**src/rtl/seq_multiplier.sv**
```systemverilog
// Sequential radix-2 shift-add multiplier, signed or unsigned operands.
// All state advances on the falling edge of clk so results line up with the
// downstream flag register, which also captures on the falling edge.
//
// state | meaning
// IDLE  | waiting for start; outputs hold the last result
// RUN   | one shift-add step per edge, WIDTH steps total
// DONE  | result just written; done pulses for this one cycle
module seq_multiplier #(
  parameter int WIDTH = 32
) (
  input  logic             clk,
  input  logic             rst,
  input  logic             start,
  input  logic             is_signed,
  input  logic [WIDTH-1:0] a,
  input  logic [WIDTH-1:0] b,
  output logic             busy,
  output logic             done,
  output logic [WIDTH-1:0] product_lo,
  output logic [WIDTH-1:0] product_hi,
  output logic             zero_flag,
  output logic             sign_flag,
  output logic             carry_flag
);

  localparam int CW = $clog2(WIDTH);

  typedef enum logic [1:0] {IDLE, RUN, DONE} state_t;

  state_t           state_q, state_d;
  logic [WIDTH-1:0] mcand_q, mcand_d;
  // one spare bit so the add of two WIDTH-bit magnitudes never overflows
  logic [WIDTH:0]   acc_q, acc_d;
  logic [WIDTH-1:0] mplr_q, mplr_d;
  logic [CW-1:0]    cnt_q, cnt_d;
  logic             neg_q, neg_d;
  logic             sgn_q, sgn_d;
  logic [WIDTH-1:0] prod_lo_q, prod_lo_d;
  logic [WIDTH-1:0] prod_hi_q, prod_hi_d;
  logic             zf_q, zf_d;
  logic             sf_q, sf_d;
  logic             cf_q, cf_d;

  logic [WIDTH-1:0]   a_mag, b_mag;
  logic [WIDTH:0]     sum;
  logic [2*WIDTH-1:0] raw_res, fin_res;

  // Operand magnitudes; the most-negative value maps onto itself, which is
  // exactly its magnitude when read as unsigned.
  always_comb begin
    a_mag = (is_signed && a[WIDTH-1]) ? (~a + 1'b1) : a;
    b_mag = (is_signed && b[WIDTH-1]) ? (~b + 1'b1) : b;
  end

  // One shift-add step and the final signed fix-up of the full product.
  always_comb begin
    sum     = acc_q + (mplr_q[0] ? {1'b0, mcand_q} : {(WIDTH+1){1'b0}});
    raw_res = {sum, mplr_q[WIDTH-1:1]};
    fin_res = neg_q ? (~raw_res + 1'b1) : raw_res;
  end

  // Next-state and datapath updates for the IDLE/RUN/DONE sequence.
  always_comb begin
    state_d   = state_q;
    mcand_d   = mcand_q;
    acc_d     = acc_q;
    mplr_d    = mplr_q;
    cnt_d     = cnt_q;
    neg_d     = neg_q;
    sgn_d     = sgn_q;
    prod_lo_d = prod_lo_q;
    prod_hi_d = prod_hi_q;
    zf_d      = zf_q;
    sf_d      = sf_q;
    cf_d      = cf_q;
    case (state_q)
      IDLE: begin
        if (start) begin
          mcand_d = a_mag;
          mplr_d  = b_mag;
          acc_d   = '0;
          cnt_d   = CW'(WIDTH - 1);
          neg_d   = is_signed & (a[WIDTH-1] ^ b[WIDTH-1]);
          sgn_d   = is_signed;
          state_d = RUN;
        end
      end
      RUN: begin
        acc_d  = {1'b0, sum[WIDTH:1]};
        mplr_d = {sum[0], mplr_q[WIDTH-1:1]};
        cnt_d  = cnt_q - CW'(1);
        if (cnt_q == '0) begin
          prod_lo_d = fin_res[WIDTH-1:0];
          prod_hi_d = fin_res[2*WIDTH-1:WIDTH];
          zf_d      = (fin_res == '0);
          sf_d      = fin_res[2*WIDTH-1];
          cf_d      = sgn_q ? (fin_res[2*WIDTH-1:WIDTH] != {WIDTH{fin_res[WIDTH-1]}})
                            : (fin_res[2*WIDTH-1:WIDTH] != '0);
          state_d   = DONE;
        end
      end
      DONE:    state_d = IDLE;
      default: state_d = IDLE;
    endcase
  end

  // State and datapath registers, falling-edge clocked, async active-low clear.
  always_ff @(negedge clk or negedge rst) begin
    if (!rst) begin
      state_q   <= IDLE;
      mcand_q   <= '0;
      acc_q     <= '0;
      mplr_q    <= '0;
      cnt_q     <= '0;
      neg_q     <= 1'b0;
      sgn_q     <= 1'b0;
      prod_lo_q <= '0;
      prod_hi_q <= '0;
      zf_q      <= 1'b0;
      sf_q      <= 1'b0;
      cf_q      <= 1'b0;
    end else begin
      state_q   <= state_d;
      mcand_q   <= mcand_d;
      acc_q     <= acc_d;
      mplr_q    <= mplr_d;
      cnt_q     <= cnt_d;
      neg_q     <= neg_d;
      sgn_q     <= sgn_d;
      prod_lo_q <= prod_lo_d;
      prod_hi_q <= prod_hi_d;
      zf_q      <= zf_d;
      sf_q      <= sf_d;
      cf_q      <= cf_d;
    end
  end

  assign busy       = (state_q == RUN);
  assign done       = (state_q == DONE);
  assign product_lo = prod_lo_q;
  assign product_hi = prod_hi_q;
  assign zero_flag  = zf_q;
  assign sign_flag  = sf_q;
  assign carry_flag = cf_q;

endmodule

```
**config.mk**
```make
export PLATFORM = sky130hd
export DESIGN_NAME = seq_multiplier
export DESIGN_NICKNAME = d
export VERILOG_FILES = /design/src/rtl/seq_multiplier.sv
export SDC_FILE = /design/constraint.sdc
export NUM_CORES = 1
export LEC_CHECK = 0
export ABC_AREA = 1
export CELL_PAD_IN_SITES_DETAIL_PLACEMENT = 1
export CELL_PAD_IN_SITES_GLOBAL_PLACEMENT = 2
export CORE_MARGIN = 10
export CORE_UTILIZATION = 34
export CTS_CLUSTER_DIAMETER = 120
export DETAILED_ROUTE_END_ITERATION = 10
export GPL_TIMING_DRIVEN = 1
export MAX_ROUTING_LAYER = met4
export PLACE_DENSITY = 0.9
export SYNTH_ARGS = -nofsm -noshare
export SYNTH_HDL_FRONTEND = slang
export SYNTH_SLANG_ARGS = --single-unit
```
**constraint.sdc**
```tcl
create_clock -name clk -period 6.8 [get_ports clk]
set_clock_uncertainty 0.1 [all_clocks]
set_input_delay 2.04 -clock clk [delete_from_list [all_inputs] [get_ports clk]]
set_output_delay 2.04 -clock clk [all_outputs]
set_load 0.05 [all_outputs]
```
==> summary.txt <==
Run status
  – Status: complete, but fails checks
  – Failing checks: setup timing

Clock network
  – TritonCTS clock tree: built
  – Clock Path Buffers: 2
  – Worst skew pair latency: about 430 ps
  – Htree depth: 4
  – Root buf cell: clkbuf_16
  – # clock sinks: 171
  – TritonCTS buffer count: 17
  – Clock-pin slew on the worst setup and hold paths: 50 ps

Pwr
  – Worst vdd rail ir drop: 262 uV
  – Leakage: 9.34 nW
  – Pwr Density: 479 nW/um^2
  – Pwr Total: slightly below 9 mW

Critical path
  – CP arrival: 4220 ps
  – CP max-delay cell: or3_4
  – Crit path kind: in -> reg
  – Critical path peak fanout: 3
  – Worst path cell trace: buf_8 > buf_6 > nor3_4 > nand2_2 > nor3_2 > nand2_1 > inv_2 > nand2_2 > or3_4 > nor2_4 > nand3_4 > nor3_4 > nand2_2 > nand2_2 > o21ai_2 > xnor2_1 > o21ai_1
  – Crit-path most repeated cell: nand2_2
  – Req. time, crit path: approximately 3600 ps
  – Flop2flop setup slack: 2340 ps
  – CP startpoint kind: input pin
  – CP Capture Type: flip-flop
  – Critical path's largest stage delay: 360 ps

Logic synthesis
  – Synth Flop Type: dfrtn_1
  – Post-synth EDFFs: 0
  – Flops & latches, synth: 171
  – Cell count after synthesis: 2080
  – Synthesis Warnings: 0
  – Async set-or-reset flop fraction in the synthesized netlist: 100%
  – Netlist Area Pre-Place: 13400 sq um
  – Post-synthesis sequential area ratio: 31.9%
  – Avg Inst Size Synth: 6.45 sq um
  – Synth cell types: 53
  – Net Count, Synth: around 2200

Drt
  – WL/cell: 19.3 um
  – First DRT Iteration DRCs: 838
  – DRC violations left: 0
  – DRT Pass-1 Iters: 5
  – Vias after detailed routing: 14700
  – Routed wire length: 55700 um
  – Final ANT Viol Nets: 0
  – DR vias/cell: between 5 and 6

Floorplan
  – Die Y: approximately 220 um
  – Core Region: slightly below 40000 sq um
  – Die area: 47800 sq um
  – Die W: between 200 and 250 um
  – I/O pin count: 137
  – Initial Util: 34.6%
  – Cell Rows: 72

Global route
  – Initial antenna violation count: 1
  – GR Overflow Total: 0
  – Largest net degree at the start of global routing: 103
  – Vias in the first global route: 16000
  – GRT Overall Usage: between 20% and 30%
  – First-pass GRT wire length: ~90000 um

Min path
  – HP Class: reg -> reg

STA
  – Slew margin rel.: 36.0%
  – Worst Setup Slack, final: -649 ps
  – Final Hold Vio Count: 0
  – Endpoints failing setup: 39
  – Slew @ Worst Pin: 960 ps
  – Setup TNS Final: -15770 ps
  – Max Slew Vio Count: 0
  – RSZ-0062 raised after global routing: yes

Placed design
  – HPWL after DPL: 43600 um
  – # placed instances: ~2800
  – Dpl ws: -1570 ps
  – Port Buffers: 136
  – RD Place Congestion: 0.910
  – Post-DP Area: 17200 sq um

Finish
  – Antenna diodes: 0
  – Finished layout cell area: 18600 sq um
  – Final std cells w/o fill: a little under 3000
  – Area grow syn2layout: 38.6%
  – Post-layout net count: 2463
  – Share of cells above drive strength 1: around a fifth

Flow run
  – Max-Cap Viols: 0
logic make-up (layout without fill, tap and decap cells):
logic type               count (synthesis)  after routing  synth area share [%]
flip-flops                             171            171                  31.9
buffers and inverters                  336            626                  9.50
XOR/XNOR                                87             87                  5.74
AND/OR/NAND/NOR                       1199           1199                  38.9
AO/OA/AOI/OAI                          249            249                  10.4
adder cells (fa/ha/maj)                 38             38                  3.60
registers in the layout, indices dropped and copies added, names as in the netlist:
| signal | cells |
|---|---|
| cnt_q | 5 |
| product_lo | 32 |
| mcand_q | 32 |
| sgn_q | 1 |
| acc_q | 32 |
| product_hi | 32 |
| zero_flag | 1 |
| state_q | 2 |
| mplr_q | 32 |
| neg_q | 1 |
| carry_flag | 1 |
stage by stage:
step / util, % / hold WS [ps]
2_1_floorplan: - / 299
3_3_place_gp: 44.4 / 323
3_5_place_dp: 44.4 / 337
4_1_cts: 47.2 / 341
5_1_grt: 47.9 / 367
6_report: 47.9 / 335
path summary, 6_finish.rpt:
check	cells after the start	from	end
min in group asynchronous	1	rst	acc_q[25]
min reg2reg	1	cnt_q[0]	cnt_q[0]
max reg2reg	23	mplr_q[0]	carry_flag
max in group asynchronous	2	rst	mcand_q[1]
max	17	b[0]	mplr_q[27]
min	1	cnt_q[0]	cnt_q[0]
power by group:
group / leakage [nW] / internal, mW / switching (mW)
Clock: 0.278 / 0.518 / 0.495
Sequential: 2.02 / 1.44 / 0.372
Combinational: 7.04 / 1.94 / 4.15
Total: 9.34 / 3.90 / 5.01
cells in the mapped netlist (all sizes together) (3+ instances only):
| cell | n | area (sq um) |
|---|---|---|
| or2 | 5 | 33.8 |
| dfrtn | 171 | 4280 |
| nand2 | 772 | 3000 |
| ha | 37 | 463 |
| clkbuf | 50 | 188 |
| a22oi | 24 | 180 |
| and2 | 5 | 31.3 |
| o21a | 3 | 22.5 |
| nand3 | 134 | 748 |
| nor4 | 15 | 93.8 |
| inv | 276 | 1040 |
| nor2 | 192 | 832 |
| o221ai | 9 | 78.8 |
| a21oi | 28 | 148 |
| o21ai | 175 | 887 |
| xor2 | 60 | 533 |
| nand3b | 15 | 116 |
| nor3 | 31 | 170 |
| buf | 9 | 47.6 |
| xnor2 | 27 | 236 |
| nand4 | 27 | 169 |
layout by cell type, fill, tap and decap left out, types with 20 or more instances in the layout:
cell type,instances
nand2_2,50
buf_12,78
inv_2,26
nand3_1,114
xnor2_1,23
nor2_2,31
a22oi_1,24
inv_1,244
buf_6,26
xor2_1,54
o21ai_0,113
a21oi_1,20
o21ai_1,48
buf_4,149
nand4_1,27
nor2_1,150
clkdlybuf4s50_1,52
ha_1,35
nand2_1,714
dfrtn_1,171
routing by layer:
layer / up-vias / track usage, % / share of wire, %
met5: - / - / 0
met1: 7260 / 28.2 / 44
li1: 7134 / - / -
met3: 72 / 2.27 / 2.1
met4: 0 / 6.27 / 2.2
met2: 217 / 42.0 / 52
repair_timing:
item | in CTS | in global routing
setup endpoints to repair | 53 | 57
pin swaps | 70 | 60
resized for setup | 123 | 68
setup buffers | 47 | 14
hold buffers | 0 | 0
final cells by class:
type                    count  area [sq um]
clock inverters            15           158
flip-flops and latches    171          4280
multi-input cells        1573          8380
well taps                 518           648
repair buffers            317          3620
clock buffers              17           425
fillers                  4867         20200
inverters                 277          1080
critical path: cells and delay by family:
| kind | cells | cell delay (ps) |
|---|---|---|
| AO/OA/AOI/OAI | 2 | 130 |
| XOR/XNOR | 1 | 150 |
| buffers and inverters | 3 | 290 |
| AND/OR/NAND/NOR | 11 | 1610 |
No activity file was read; power rests on OpenSTA's default activity.
